==> src/rtl/sa_pkg.sv <==
// Shared types and helpers for the systolic-array result drain.
package sa_pkg;

    typedef enum logic [1:0] {
        IDLE,
        SYNC,
        DATA,
        CSUM
    } state_t;

    localparam logic [7:0] SYNC_BYTE_DEF = 8'hA5;
    localparam int         MAX_ACC_W     = 32;
    localparam int         RES_BUS_W     = 4 * MAX_ACC_W;
    localparam int         IDX_W         = 4;

    // SYNC byte + four results + checksum byte.
    function automatic int frame_len(input int acc_w);
        return 2 + 4 * acc_w / 8;
    endfunction

    // Results are packed {c11, c10, c01, c00} with each result LSB first.
    // With that packing, wire byte idx is simply byte idx of the packed vector.
    function automatic logic [7:0] sel_byte(input logic [RES_BUS_W-1:0] results,
                                            input logic [IDX_W-1:0]     idx);
        return results[{idx, 3'b000} +: 8];
    endfunction

endpackage

==> src/rtl/sa_result_drain.sv <==
// Captures a 2x2 result set and streams it as SYNC, result bytes LSB first, XOR checksum.
// Latency: SYNC is presented on tx the cycle after the result set is captured.
// Backpressure: tx_data/state hold while tx_ready is low; res_ready stays low for the whole frame.
module sa_result_drain
    import sa_pkg::*;
#(
    parameter int         ACC_W     = 16,
    parameter logic [7:0] SYNC_BYTE = SYNC_BYTE_DEF
) (
    input  logic             clk,
    input  logic             rst,
    input  logic             res_valid,
    output logic             res_ready,
    input  logic [ACC_W-1:0] res_c00,
    input  logic [ACC_W-1:0] res_c01,
    input  logic [ACC_W-1:0] res_c10,
    input  logic [ACC_W-1:0] res_c11,
    output logic [7:0]       tx_data,
    output logic             tx_valid,
    input  logic             tx_ready,
    output logic             busy,
    output logic             frame_done
);

    localparam int               DATA_BYTES = frame_len(ACC_W) - 2;
    localparam logic [IDX_W-1:0] LAST_IDX   = IDX_W'(DATA_BYTES - 1);

    generate
        if ((ACC_W % 8) != 0 || ACC_W < 8 || ACC_W > MAX_ACC_W) begin : g_bad_acc_w
            $error("sa_result_drain: ACC_W must be 8, 16, 24 or 32");
        end
    endgenerate

    state_t               state;
    logic [4*ACC_W-1:0]   cap;
    logic [RES_BUS_W-1:0] cap_ext;
    logic [IDX_W-1:0]     idx;
    logic [IDX_W-1:0]     idx_nxt;
    logic [7:0]           csum;
    logic                 tx_fire;

    assign cap_ext = RES_BUS_W'(cap);
    assign idx_nxt = idx + IDX_W'(1);
    assign tx_fire = tx_valid && tx_ready;

    always_ff @(posedge clk) begin
        if (rst) begin
            state      <= IDLE;
            cap        <= '0;
            idx        <= '0;
            csum       <= 8'h00;
            res_ready  <= 1'b1;
            tx_data    <= 8'h00;
            tx_valid   <= 1'b0;
            busy       <= 1'b0;
            frame_done <= 1'b0;
        end else begin
            frame_done <= 1'b0;
            case (state)
                IDLE: begin
                    if (res_valid) begin
                        cap       <= {res_c11, res_c10, res_c01, res_c00};
                        csum      <= 8'h00;
                        idx       <= '0;
                        res_ready <= 1'b0;
                        busy      <= 1'b1;
                        tx_valid  <= 1'b1;
                        tx_data   <= SYNC_BYTE;
                        state     <= SYNC;
                    end
                end
                SYNC: begin
                    if (tx_fire) begin
                        tx_data <= sel_byte(cap_ext, '0);
                        state   <= DATA;
                    end
                end
                DATA: begin
                    if (tx_fire) begin
                        csum <= csum ^ tx_data;
                        if (idx == LAST_IDX) begin
                            // Present the checksum including the byte just accepted.
                            tx_data <= csum ^ tx_data;
                            state   <= CSUM;
                        end else begin
                            idx     <= idx_nxt;
                            tx_data <= sel_byte(cap_ext, idx_nxt);
                        end
                    end
                end
                CSUM: begin
                    if (tx_fire) begin
                        tx_valid   <= 1'b0;
                        tx_data    <= 8'h00;
                        busy       <= 1'b0;
                        res_ready  <= 1'b1;
                        frame_done <= 1'b1;
                        state      <= IDLE;
                    end
                end
                default: begin
                    state     <= IDLE;
                    tx_valid  <= 1'b0;
                    busy      <= 1'b0;
                    res_ready <= 1'b1;
                end
            endcase
        end
    end

endmodule

==> config.mk <==
export PLATFORM = sky130hd
export DESIGN_NAME = sa_result_drain
export DESIGN_NICKNAME = d
export VERILOG_FILES = /design/src/rtl/sa_pkg.sv /design/src/rtl/sa_result_drain.sv
export SDC_FILE = /design/constraint.sdc
export NUM_CORES = 1
export LEC_CHECK = 0
export BUFFER_PORTS_ARGS = -buffer_cell sky130_fd_sc_hd__buf_2
export CAP_MARGIN = 20
export CELL_PAD_IN_SITES_DETAIL_PLACEMENT = 0
export CELL_PAD_IN_SITES_GLOBAL_PLACEMENT = 2
export CORE_MARGIN = 4
export CORE_UTILIZATION = 32
export CTS_CLUSTER_DIAMETER = 50
export DETAILED_ROUTE_END_ITERATION = 10
export GPL_TIMING_DRIVEN = 0
export PLACE_DENSITY = 0.77
export SETUP_SLACK_MARGIN = 0.05
export SYNTH_ARGS = -nofsm -noshare
export SYNTH_HDL_FRONTEND = slang
export SYNTH_SLANG_ARGS = --single-unit
==> constraint.sdc <==
create_clock -name clk -period 2.9 [get_ports clk]
set_input_delay 0.145 -clock clk [delete_from_list [all_inputs] [get_ports clk]]
set_output_delay 0.145 -clock clk [all_outputs]
set_load 0.01 [all_outputs]
==> flow_summary.ini, run 1 <==
[run_status]
status = finished clean

[yosys]
yosysSeqAreaShare_pct = 43.3
synth_area_mm2 = 0.00411
synthTopCellsByCount = nand2_1 (147), dfxtp_1 (89), a21oi_1 (82), clkbuf_1 (27), o21ai_0 (19)
synth_fp_nets = 567
synth_top_area_cell = dfxtp_1
synth_warnings = 0
syn_area_per_cell_um2 = 8.34
synth_area_leaders = dfxtp_1 (43%), nand2_1 (13%), a21oi_1 (10%), mux4_2 (4.9%), mux4_1 (3.2%)
synthArstFlopShare_pct = 0
ys_ff_latch = 89
synth_top_area_share_pct = 43.3
synthFlopType = dfxtp_1
yosysMostFrequentCell = nand2_1
synth-edff-count = 0
synth.distinct_cells = 41
netlist_instances = 493

[timing]
worst_slew_margin_rel_pct = 53.6
post-route-min-period_ps = 2480
skew_ps = 9.71
setup_violations = 0
hold_viol = 0
whs_ps = 23.4
fin_crit_sh_pct = 85.4
tns_ps = 0
rsz0062_at_grt = false
setup_ws_ps = 424
fmax_mhz = 404
max_slew.worst_pin.slew_ps = 696
slew_violations = 0

[route]
drc_errors = 0
wl_mm = 13.2
drt-pass1-iter-count = 4
num_vias = 3741
routed.top_layer = met4
wl_met2_mm = 5.98
via_per_inst = 4.94
drt_first_iter_violations = 215
met3WireLength_um = 930
drt-wirelength-per-cell_um = 17.4
final_antenna_net_count = 0
wl_met1_mm = 5.97

[cts]
cts_hold_buf = 0
post-cts-setup-buffers = 0
path_clk_slew_ps = 60
ctsLongestPathBuffers = 2
cts_sinks = 89
cts_buffers = 9
clk_latency_ps = 350
cts-resized-gates = 0
ctsHtreeMaxLevel = 3
cts_tree = yes
cts_root_buf = clkbuf_16

[power]
ir_drop_mv = 0.368
power_density_mw_per_mm2 = 796
p_leak_nw = 1.93

[job]
max-cap-violations = 0

[grt]
grt_max_degree = 15
grt_usage_pct = 18.7
overflow = 0
grt_pass1_wl_mm = 20.6
antenna_found_initial = 0
grt_pass1_vias = 3869

[critical_path]
endpoint_kind = register
path_max_fanout = 10
cp.required_ps = 3120
criticalPathCategory = reg2reg
r2r_start = idx[1]$_SDFFE_PP0P_
crit_path_start_kind = register
reg2reg_to = tx_data[0]$_SDFFE_PP0P_
reg2reg_depth = 6
crit_path_end = tx_data[0]$_SDFFE_PP0P_
startpoint = idx[1]$_SDFFE_PP0P_
arrival_ps = 2700
r2r_slack_ps = 420

[placement]
portBuffers = 78
dp_slack_ps = 458
gp_congestion = 0.828
hpwl_mm = 9.75

[cells_and_area]
syn_to_final_growth_pct = 21.7
nets = 656
fillers = 1383
drive_gt1_share_pct = 20.1
final_util_pct = 39.6
diodes = 0

[floorplanning]
start_util_pct = 32.6
core_area_mm2 = 0.0126
die_area_mm2 = 0.0147
ios = 80
die_h_um = 121
die_w_um = 121
fp-row-count = 41

[hold_path]
hp-class = in2reg
[layer usage]
layer	vias to the layer above	track usage (%)
li1	1870	-
met1	1748	24.9
met4	0	7.77
met3	18	4.24
met2	105	29.1
met5	-	0
[logic make-up after synthesis]
logic type | synth area share [%]
mux | 11.0
simple gates | 20.2
flops | 43.3
buf+inv | 4.11
compound gates | 17.2
xor+xnor | 2.37
fa+ha+maj | 1.83
[flip-flops by register name, summed over array words and instances (netlist names)]
| name | cells |
|---|---|
| busy | 1 |
| cap | 64 |
| csum | 8 |
| frame_done | 1 |
| idx | 4 |
| res_ready | 1 |
| state | 2 |
| tx_data | 8 |
[critical path, cell delays in order (launching register included)]
cell	delay [ps]
dfxtp_1	440
ha_1	330
xor2_4	460
mux4_1	640
mux2_2	310
nand2_1	100
a211oi_2	70
[metrics by stage]
step	std cells	instance area, um2	power (mW)
2_1_floorplan	493	4110	2.39
3_3_place_gp	743	4720	2.84
3_5_place_dp	743	4720	2.86
4_1_cts	758	5000	4.03
5_1_grt	758	5000	4.24
6_report	758	5000	3.98
[how the worst min path moves through the flow]
stage                start                   end  cells past startpoint
2_1_floorplan  res_c00[10]  cap[10]$_SDFFE_PP0P_                      2
3_3_place_gp    res_c10[3]  cap[35]$_SDFFE_PP0P_                      3
6_report        res_c10[3]  cap[35]$_SDFFE_PP0P_                      3
4_1_cts        res_c00[14]  cap[14]$_SDFFE_PP0P_                      3
5_1_grt         res_c10[3]  cap[35]$_SDFFE_PP0P_                      3
3_5_place_dp    res_c10[3]  cap[35]$_SDFFE_PP0P_                      3
[layout make-up]
class                   count  area [um2]  area share (%)
plain buffers              37         150            3.00
clock buffers              11         233            4.65
clock inverters             4        53.8            1.08
inverters                   5        18.8           0.375
multi-input cells         362        2160            43.2
flip-flops and latches     89        1780            35.6
well taps                 172         215            4.30
repair buffers             78         390            7.80
[layout by cell type, fill, tap and decap left out, types with 9 or more instances in the layout]
cell type	instances
a21oi_1	82
buf_2	84
clkbuf_1	29
clkbuf_16	9
dfxtp_1	89
mux4_2	9
nand2_1	147
nor2_1	13
nor2b_1	10
o21ai_0	19
[where the power goes]
part,switching [mW],internal (mW)
logic,0.801,0.442
clock network,0.498,0.667
registers,0.154,1.42
total,1.45,2.53
(Power assumes the default switching activity.)
==> inputs of run 2 (changes only) <==
--- a/config.mk
+++ b/config.mk
@@ -5,12 +5,13 @@
 export SDC_FILE = /design/constraint.sdc
 export NUM_CORES = 1
 export LEC_CHECK = 0
+export ABC_AREA = 1
 export BUFFER_PORTS_ARGS = -buffer_cell sky130_fd_sc_hd__buf_2
 export CAP_MARGIN = 20
 export CELL_PAD_IN_SITES_DETAIL_PLACEMENT = 0
 export CELL_PAD_IN_SITES_GLOBAL_PLACEMENT = 2
 export CORE_MARGIN = 4
-export CORE_UTILIZATION = 32
+export CORE_UTILIZATION = 30
 export CTS_CLUSTER_DIAMETER = 50
 export DETAILED_ROUTE_END_ITERATION = 10
 export GPL_TIMING_DRIVEN = 0
==> run 2 against run 1 <==
Effect of this change:
- design area up 0.28%
- sequential share of layout area down 0.098 points
- non-clock buffer count down 3
- hold slack better by 26 ps
- sequential power up 7%
- clock-buffer cell count up 2
- clock skew down 3.0 ps
- register-to-register slack better by 600 ps
- worst setup slack better by 600 ps
- power up 19%
- largest cell class unchanged
==> flow_summary.ini, run 2 <==
[yosys]
synth.distinct_cells = 31
syn_area_per_cell_um2 = 6.98
yosysMostFrequentCell = nor2_1
synth_top_area_cell = dfxtp_1
netlist_instances = 588
synth-edff-count = 0
ys_ff_latch = 89
synth_top_area_share_pct = 43.4
synthTopCellsByCount = nor2_1 (123), nand2_1 (117), dfxtp_1 (89), o21ai_0 (78), nand3_1 (36)
synth_area_mm2 = 0.00410
synth_fp_nets = 662
yosysSeqAreaShare_pct = 43.4
synth_area_leaders = dfxtp_1 (43%), nor2_1 (11%), nand2_1 (11%), o21ai_0 (9.5%), nand3_1 (4.4%)
synthArstFlopShare_pct = 0
synth_warnings = 0
synthFlopType = dfxtp_1

[route]
drt_first_iter_violations = 196
final_antenna_net_count = 0
num_vias = 3943
drt-pass1-iter-count = 4
wl_mm = 12.6
via_per_inst = 4.60
drc_errors = 0
drt-wirelength-per-cell_um = 14.7

[floorplanning]
core_area_mm2 = 0.0133
start_util_pct = 30.8
die_area_mm2 = 0.0156
ios = 80
fp-row-count = 42
die_w_um = 125
die_h_um = 125

[hold_path]
hp-start = res_c00[1]
min_to = cap[1]$_SDFFE_PP0P_
hp-class = in2reg
whs_path_depth = 3

[cells_and_area]
largest_register = cap
final_cell_area_mm2 = 0.00502
syn_to_final_growth_pct = 22.3
final_cell_mix = nor2_1 (123), nand2_1 (117), dfxtp_1 (89)
fillers = 1459
drive_gt1_share_pct = 17.7
nets = 751
largest_register_ff_count = 64
diodes = 0
final_util_pct = 37.7
layout_commonest_cell = nor2_1
reg.largest.list = cap x64, csum x8, tx_data x8

[placement]
placed_area_mm2 = 0.00471
dp_slack_ps = 946
gp_congestion = 0.800
portBuffers = 78
hpwl_mm = 9.67

[timing]
skew_ps = 6.72
slew_violations = 0
fin_crit_sh_pct = 64.8
max_slew.worst_pin.slew_ps = 549
worst_slew_margin_rel_pct = 63.4
setup_ws_ps = 1020
post-route-min-period_ps = 1880
rsz0062_at_grt = false
tns_ps = 0
hold_viol = 0
setup_violations = 0
whs_ps = 49.0
fmax_mhz = 532

[job]
max-cap-violations = 0

[cts]
ctsLongestPathBuffers = 2
cts_hold_buf = 0
cts_root_buf = clkbuf_16
cts_tree = yes
clk_latency_ps = 340
post-cts-setup-buffers = 0
ctsHtreeMaxLevel = 3
cts-resized-gates = 0
cts_buffers = 9
path_clk_slew_ps = 60
cts_sinks = 89

[power]
pwr-share-seq_pct = 35.6
p_leak_nw = 2.17
ir_drop_mv = 0.308
combPwrFrac_pct = 38.7
p_clk_share_pct = 25.6
power_density_mw_per_mm2 = 947
switching_share_pct = 39.0
power.switching_mw = 1.85
internal-power_mw = 2.90

[critical_path]
r2r_start = idx[0]$_SDFFE_PP0P_
path_max_fanout = 10
crit_path_start_kind = register
cp.depth = 10
criticalPathCategory = reg2reg
reg2reg_to = tx_data[4]$_SDFFE_PP0P_
cp.required_ps = 3110
cp_top_family = simple AND/OR/NAND/NOR gates
critPathMaxStageDelay_ps = 390
endpoint_kind = register
reg2reg_depth = 10
critPathBufInv = 2
crit_slowest_cell = ha_1
r2r_slack_ps = 1020
arrival_ps = 2090
critPathMostFrequentCell = nand2_1
cp_cell_sequence = ha_1, inv_1, buf_2, nand3_1, nand2_1, nand2_1, nand3_1, nand2_1, nand2_1, a21oi_2

[grt]
grt_usage_pct = 16.5
grt_max_degree = 14
grt_pass1_wl_mm = 20.4
antenna_found_initial = 0
overflow = 0
grt_pass1_vias = 3923

[run_status]
status = finished clean
[run 2: cell count changes after synthesis, moves of 23 or more]
cell and delta:
nor2_1 +110, inv_1 +23, nand3_1 +33, a21oi_1 -50, o21ai_0 +59, nand2_1 -30
[run 2: routing by layer]
layer  part of all wire (%)  track usage (%)  vias to the layer above  wire length, um
li1                       -                -                     2088                -
met1                     48             23.0                     1755             6060
met2                     44             25.3                       85             5610
met3                    5.5             3.43                       15              694
met4                    2.0             5.74                        0              246
met5                      0                0                        -                0
[run 2: kinds of logic after synthesis]
family | after synthesis | share of synthesized area (%)
compound gates | 130 | 17.0
xor+xnor | 7 | 1.49
fa+ha+maj | 6 | 1.83
buf+inv | 67 | 7.17
flops | 89 | 43.4
simple gates | 289 | 29.1
[run 2: worst max-delay path by stage]
stage	from	to
3_3_place_gp	state[0]$_SDFFE_PP0P_	cap[6]$_SDFFE_PP0P_
4_1_cts	state[0]$_SDFFE_PP0P_	cap[4]$_SDFFE_PP0P_
5_1_grt	state[0]$_SDFFE_PP0P_	cap[61]$_SDFFE_PP0P_
6_report	idx[0]$_SDFFE_PP0P_	tx_data[4]$_SDFFE_PP0P_
3_5_place_dp	state[0]$_SDFFE_PP0P_	cap[4]$_SDFFE_PP0P_
2_1_floorplan	state[0]$_SDFFE_PP0P_	idx[0]$_SDFFE_PP0P_
[run 2: metrics by stage]
stage | cells | power, mW
6_report | 858 | 4.75
5_1_grt | 858 | 5.16
2_1_floorplan | 588 | 2.99
3_5_place_dp | 842 | 3.59
4_1_cts | 858 | 4.82
3_3_place_gp | 842 | 3.57
[run 2: power groups by stage]
stage,registers (mW),logic (mW),clock network (mW)
2_1_floorplan,1.69,1.30,0
3_3_place_gp,1.72,1.85,0
4_1_cts,1.70,1.87,1.25
3_5_place_dp,1.72,1.87,0
6_report,1.69,1.84,1.22
5_1_grt,1.73,2.11,1.31
[run 2: tightest hold or removal path, delay by kind of cell]
family / cells / cell delay (ps)
buffers and inverters: 1 / 70
AO/OA/AOI/OAI: 1 / 70
AND/OR/NAND/NOR: 1 / 70
[run 2: final cells by class]
type	count	area [um2]	share of cell area [%]
sequential	89	1780	35.5
multi-input combinational	432	2030	40.4
inverter	33	126	2.52
buffer	34	168	3.34
clock buffer	13	240	4.79
tap	176	220	4.39
timing repair buffer	78	390	7.78
clock inverter	3	65.1	1.30
==> inputs of run 3 (changes only) <==
--- a/config.mk
+++ b/config.mk
@@ -5,13 +5,13 @@
 export SDC_FILE = /design/constraint.sdc
 export NUM_CORES = 1
 export LEC_CHECK = 0
-export ABC_AREA = 1
+export ABC_AREA = 0
 export BUFFER_PORTS_ARGS = -buffer_cell sky130_fd_sc_hd__buf_2
 export CAP_MARGIN = 20
 export CELL_PAD_IN_SITES_DETAIL_PLACEMENT = 0
 export CELL_PAD_IN_SITES_GLOBAL_PLACEMENT = 2
 export CORE_MARGIN = 4
-export CORE_UTILIZATION = 30
+export CORE_UTILIZATION = 32
 export CTS_CLUSTER_DIAMETER = 50
 export DETAILED_ROUTE_END_ITERATION = 10
 export GPL_TIMING_DRIVEN = 0
==> constraint.sdc (replaced) <==
create_clock -name clk -period 1.8 [get_ports clk]
set_input_delay 0.09 -clock clk [delete_from_list [all_inputs] [get_ports clk]]
set_output_delay 0.09 -clock clk [all_outputs]
set_load 0.01 [all_outputs]
==> run 3 against run 2 <==
Effect of this change:
- the run now ends with setup timing left
- register-to-register slack worse by 1100 ps
- cell count fell by 3.8%
- first-iteration DRC count is 7.1% higher
- utilization rose by 9.6 points
- sequential cell count did not move
- clock power rose by 84%
- sequential share of layout area down 5.6 points
- critical path type unchanged
==> flow_summary.ini, run 3 (synthesis gave the netlist of run 1 again) <==
[critical_path]
critPathMaxStageDelay_ps = 340
crit_path_start_kind = register
cp_top_family = multiplexers
critPathBufInv = 4
r2r_start = idx[0]$_SDFFE_PP0P_
cp.required_ps = 2020
arrival_ps = 2120
endpoint_kind = register
reg2reg_depth = 9
criticalPathCategory = reg2reg
cp_cell_sequence = ha_4, buf_12, buf_4, buf_4, buf_4, mux4_2, mux2_4, nand2_2, a211oi_2
crit_slowest_cell = dfxtp_2
path_max_fanout = 6
critPathMostFrequentCell = buf_4
r2r_slack_ps = -100
reg2reg_to = tx_data[2]$_SDFFE_PP0P_

[route]
num_vias = 3962
wl_mm = 13.5
drt_first_iter_violations = 210
drc_errors = 0
via_per_inst = 4.80
drt-wirelength-per-cell_um = 16.4
drt-pass1-iter-count = 4
final_antenna_net_count = 0

[power]
power_density_mw_per_mm2 = 1240
ir_drop_mv = 0.669
p_leak_nw = 2.36
p_total_mw = 7.41

[cts]
cts_buffers = 9
clk_latency_ps = 340
path_clk_slew_ps = 70
ctsHtreeMaxLevel = 3
ctsLongestPathBuffers = 2
cts_root_buf = clkbuf_16
cts_tree = yes
cts_sinks = 89

[grt]
grt_max_degree = 15
antenna_found_initial = 0
grt_usage_pct = 19.2
grt_pass1_vias = 4023
overflow = 0
grt_pass1_wl_mm = 21.5

[placement]
dp_slack_ps = -716
placed_area_mm2 = 0.00475
hpwl_mm = 9.70
portBuffers = 78
dpl.cell_count = 743
gp_congestion = 0.794

[timing]
fin_crit_sh_pct = 106
slew_violations = 0
worst_slew_margin_rel_pct = 55.7
fmax_mhz = 526
hold_viol = 0
rsz0062_at_grt = true
setup_violations = 8
max_slew.worst_pin.slew_ps = 665
setup_ws_ps = -101
post-route-min-period_ps = 1900
tns_ps = -491
skew_ps = 8.32

[hold_path]
hp-start = res_c00[8]
min_to = cap[8]$_SDFFE_PP0P_
hp-class = in2reg
whs_path_depth = 3

[cells_and_area]
fin_cells = 825
largest_register_ff_count = 64
diodes = 0
syn_to_final_growth_pct = 45.4
fillers = 1290
register_area_mm2 = 0.00179
layout_commonest_cell = nand2_1
reg.largest.list = cap x64, csum x8, tx_data x8
drive_gt1_share_pct = 29.7
final_cell_mix = nand2_1 (144), dfxtp_1 (86), buf_2 (83)
multi_input_area_mm2 = 0.00230
nets = 722
largest_register = cap
final_cell_area_mm2 = 0.00598

[run_status]
violations = setup timing
status = complete, but fails checks

[job]
max-cap-violations = 0

[floorplanning]
die_w_um = 121
die_h_um = 121
core_area_mm2 = 0.0126
start_util_pct = 32.6
fp-row-count = 41
ios = 80
die_area_mm2 = 0.0147
run 3: cell count changes in the layout (fill, tap and decap cells not counted), sizes merged, moves of 7 or more:
cell         previous run  this run
nor2b                   0        10
mux4                    0        14
nor3                    1         8
a21oi                  35        82
nand3                  38         3
buf                    91       112
o21ai                  81        19
dlygate4sd3             0        47
nand3b                  0         8
inv                    33         5
nand2                 121       147
nor2                  126        13
run 3: routing by layer:
metal	global-route usage, %	vias to the layer above	part of all wire [%]
met3	3.59	15	4.9
met1	25.0	1856	45
met4	4.62	0	1.6
li1	-	1996	-
met5	0	-	0
met2	33.0	95	49
run 3: worst max path at each step:
| stage | from | endpoint | slack [ps] | cells after the start |
|---|---|---|---|---|
| after floorplan | idx[1]$_SDFFE_PP0P_ | tx_data[2]$_SDFFE_PP0P_ | -140 | 6 |
| after global routing | idx[1]$_SDFFE_PP0P_ | tx_data[2]$_SDFFE_PP0P_ | -170 | 7 |
| after global placement | idx[0]$_SDFFE_PP0P_ | tx_data[4]$_SDFFE_PP0P_ | -700 | 5 |
| final | idx[0]$_SDFFE_PP0P_ | tx_data[2]$_SDFFE_PP0P_ | -100 | 9 |
| after CTS | idx[0]$_SDFFE_PP0P_ | tx_data[2]$_SDFFE_PP0P_ | -100 | 7 |
| after detailed placement | idx[0]$_SDFFE_PP0P_ | tx_data[6]$_SDFFE_PP0P_ | -720 | 5 |
run 3: where the power goes:
part / total (mW) / internal [mW] / switching (mW)
Sequential: 2.54 / 2.29 / 0.246
Combinational: 2.62 / 1.17 / 1.45
Clock: 2.25 / 1.44 / 0.805
run 3: layout make-up:
type	count	share of cell area, %
buffer	36	4.14
multi-input combinational	362	38.5
tap	172	3.60
inverter	5	0.314
clock inverter	4	1.63
clock buffer	12	4.31
sequential	89	29.9
timing repair buffer	145	17.6
run 3: through the flow:
stage                     hold WS (ps)  utilization, %
final                             3.00            47.4
after global placement             337            37.6
after detailed placement           338            37.6
after floorplan                    226               -
after CTS                        0.326            46.6
after global routing              5.34            47.4
run 3: worst min-delay path, delay by kind of cell:
family	cells	cell delay [ps]
AND/OR/NAND/NOR	1	60
AO/OA/AOI/OAI	1	50
buffers and inverters	1	90
run 3: repair_timing:
action                                  in CTS  in global routing
gates resized for setup                     51                 40
endpoints found under the hold margin       47                  0
pin swaps                                    7                  5
endpoints found under the setup margin      72                 70
hold buffers                                47                  0
cloned                                       2                  0
setup buffers                               17                  1
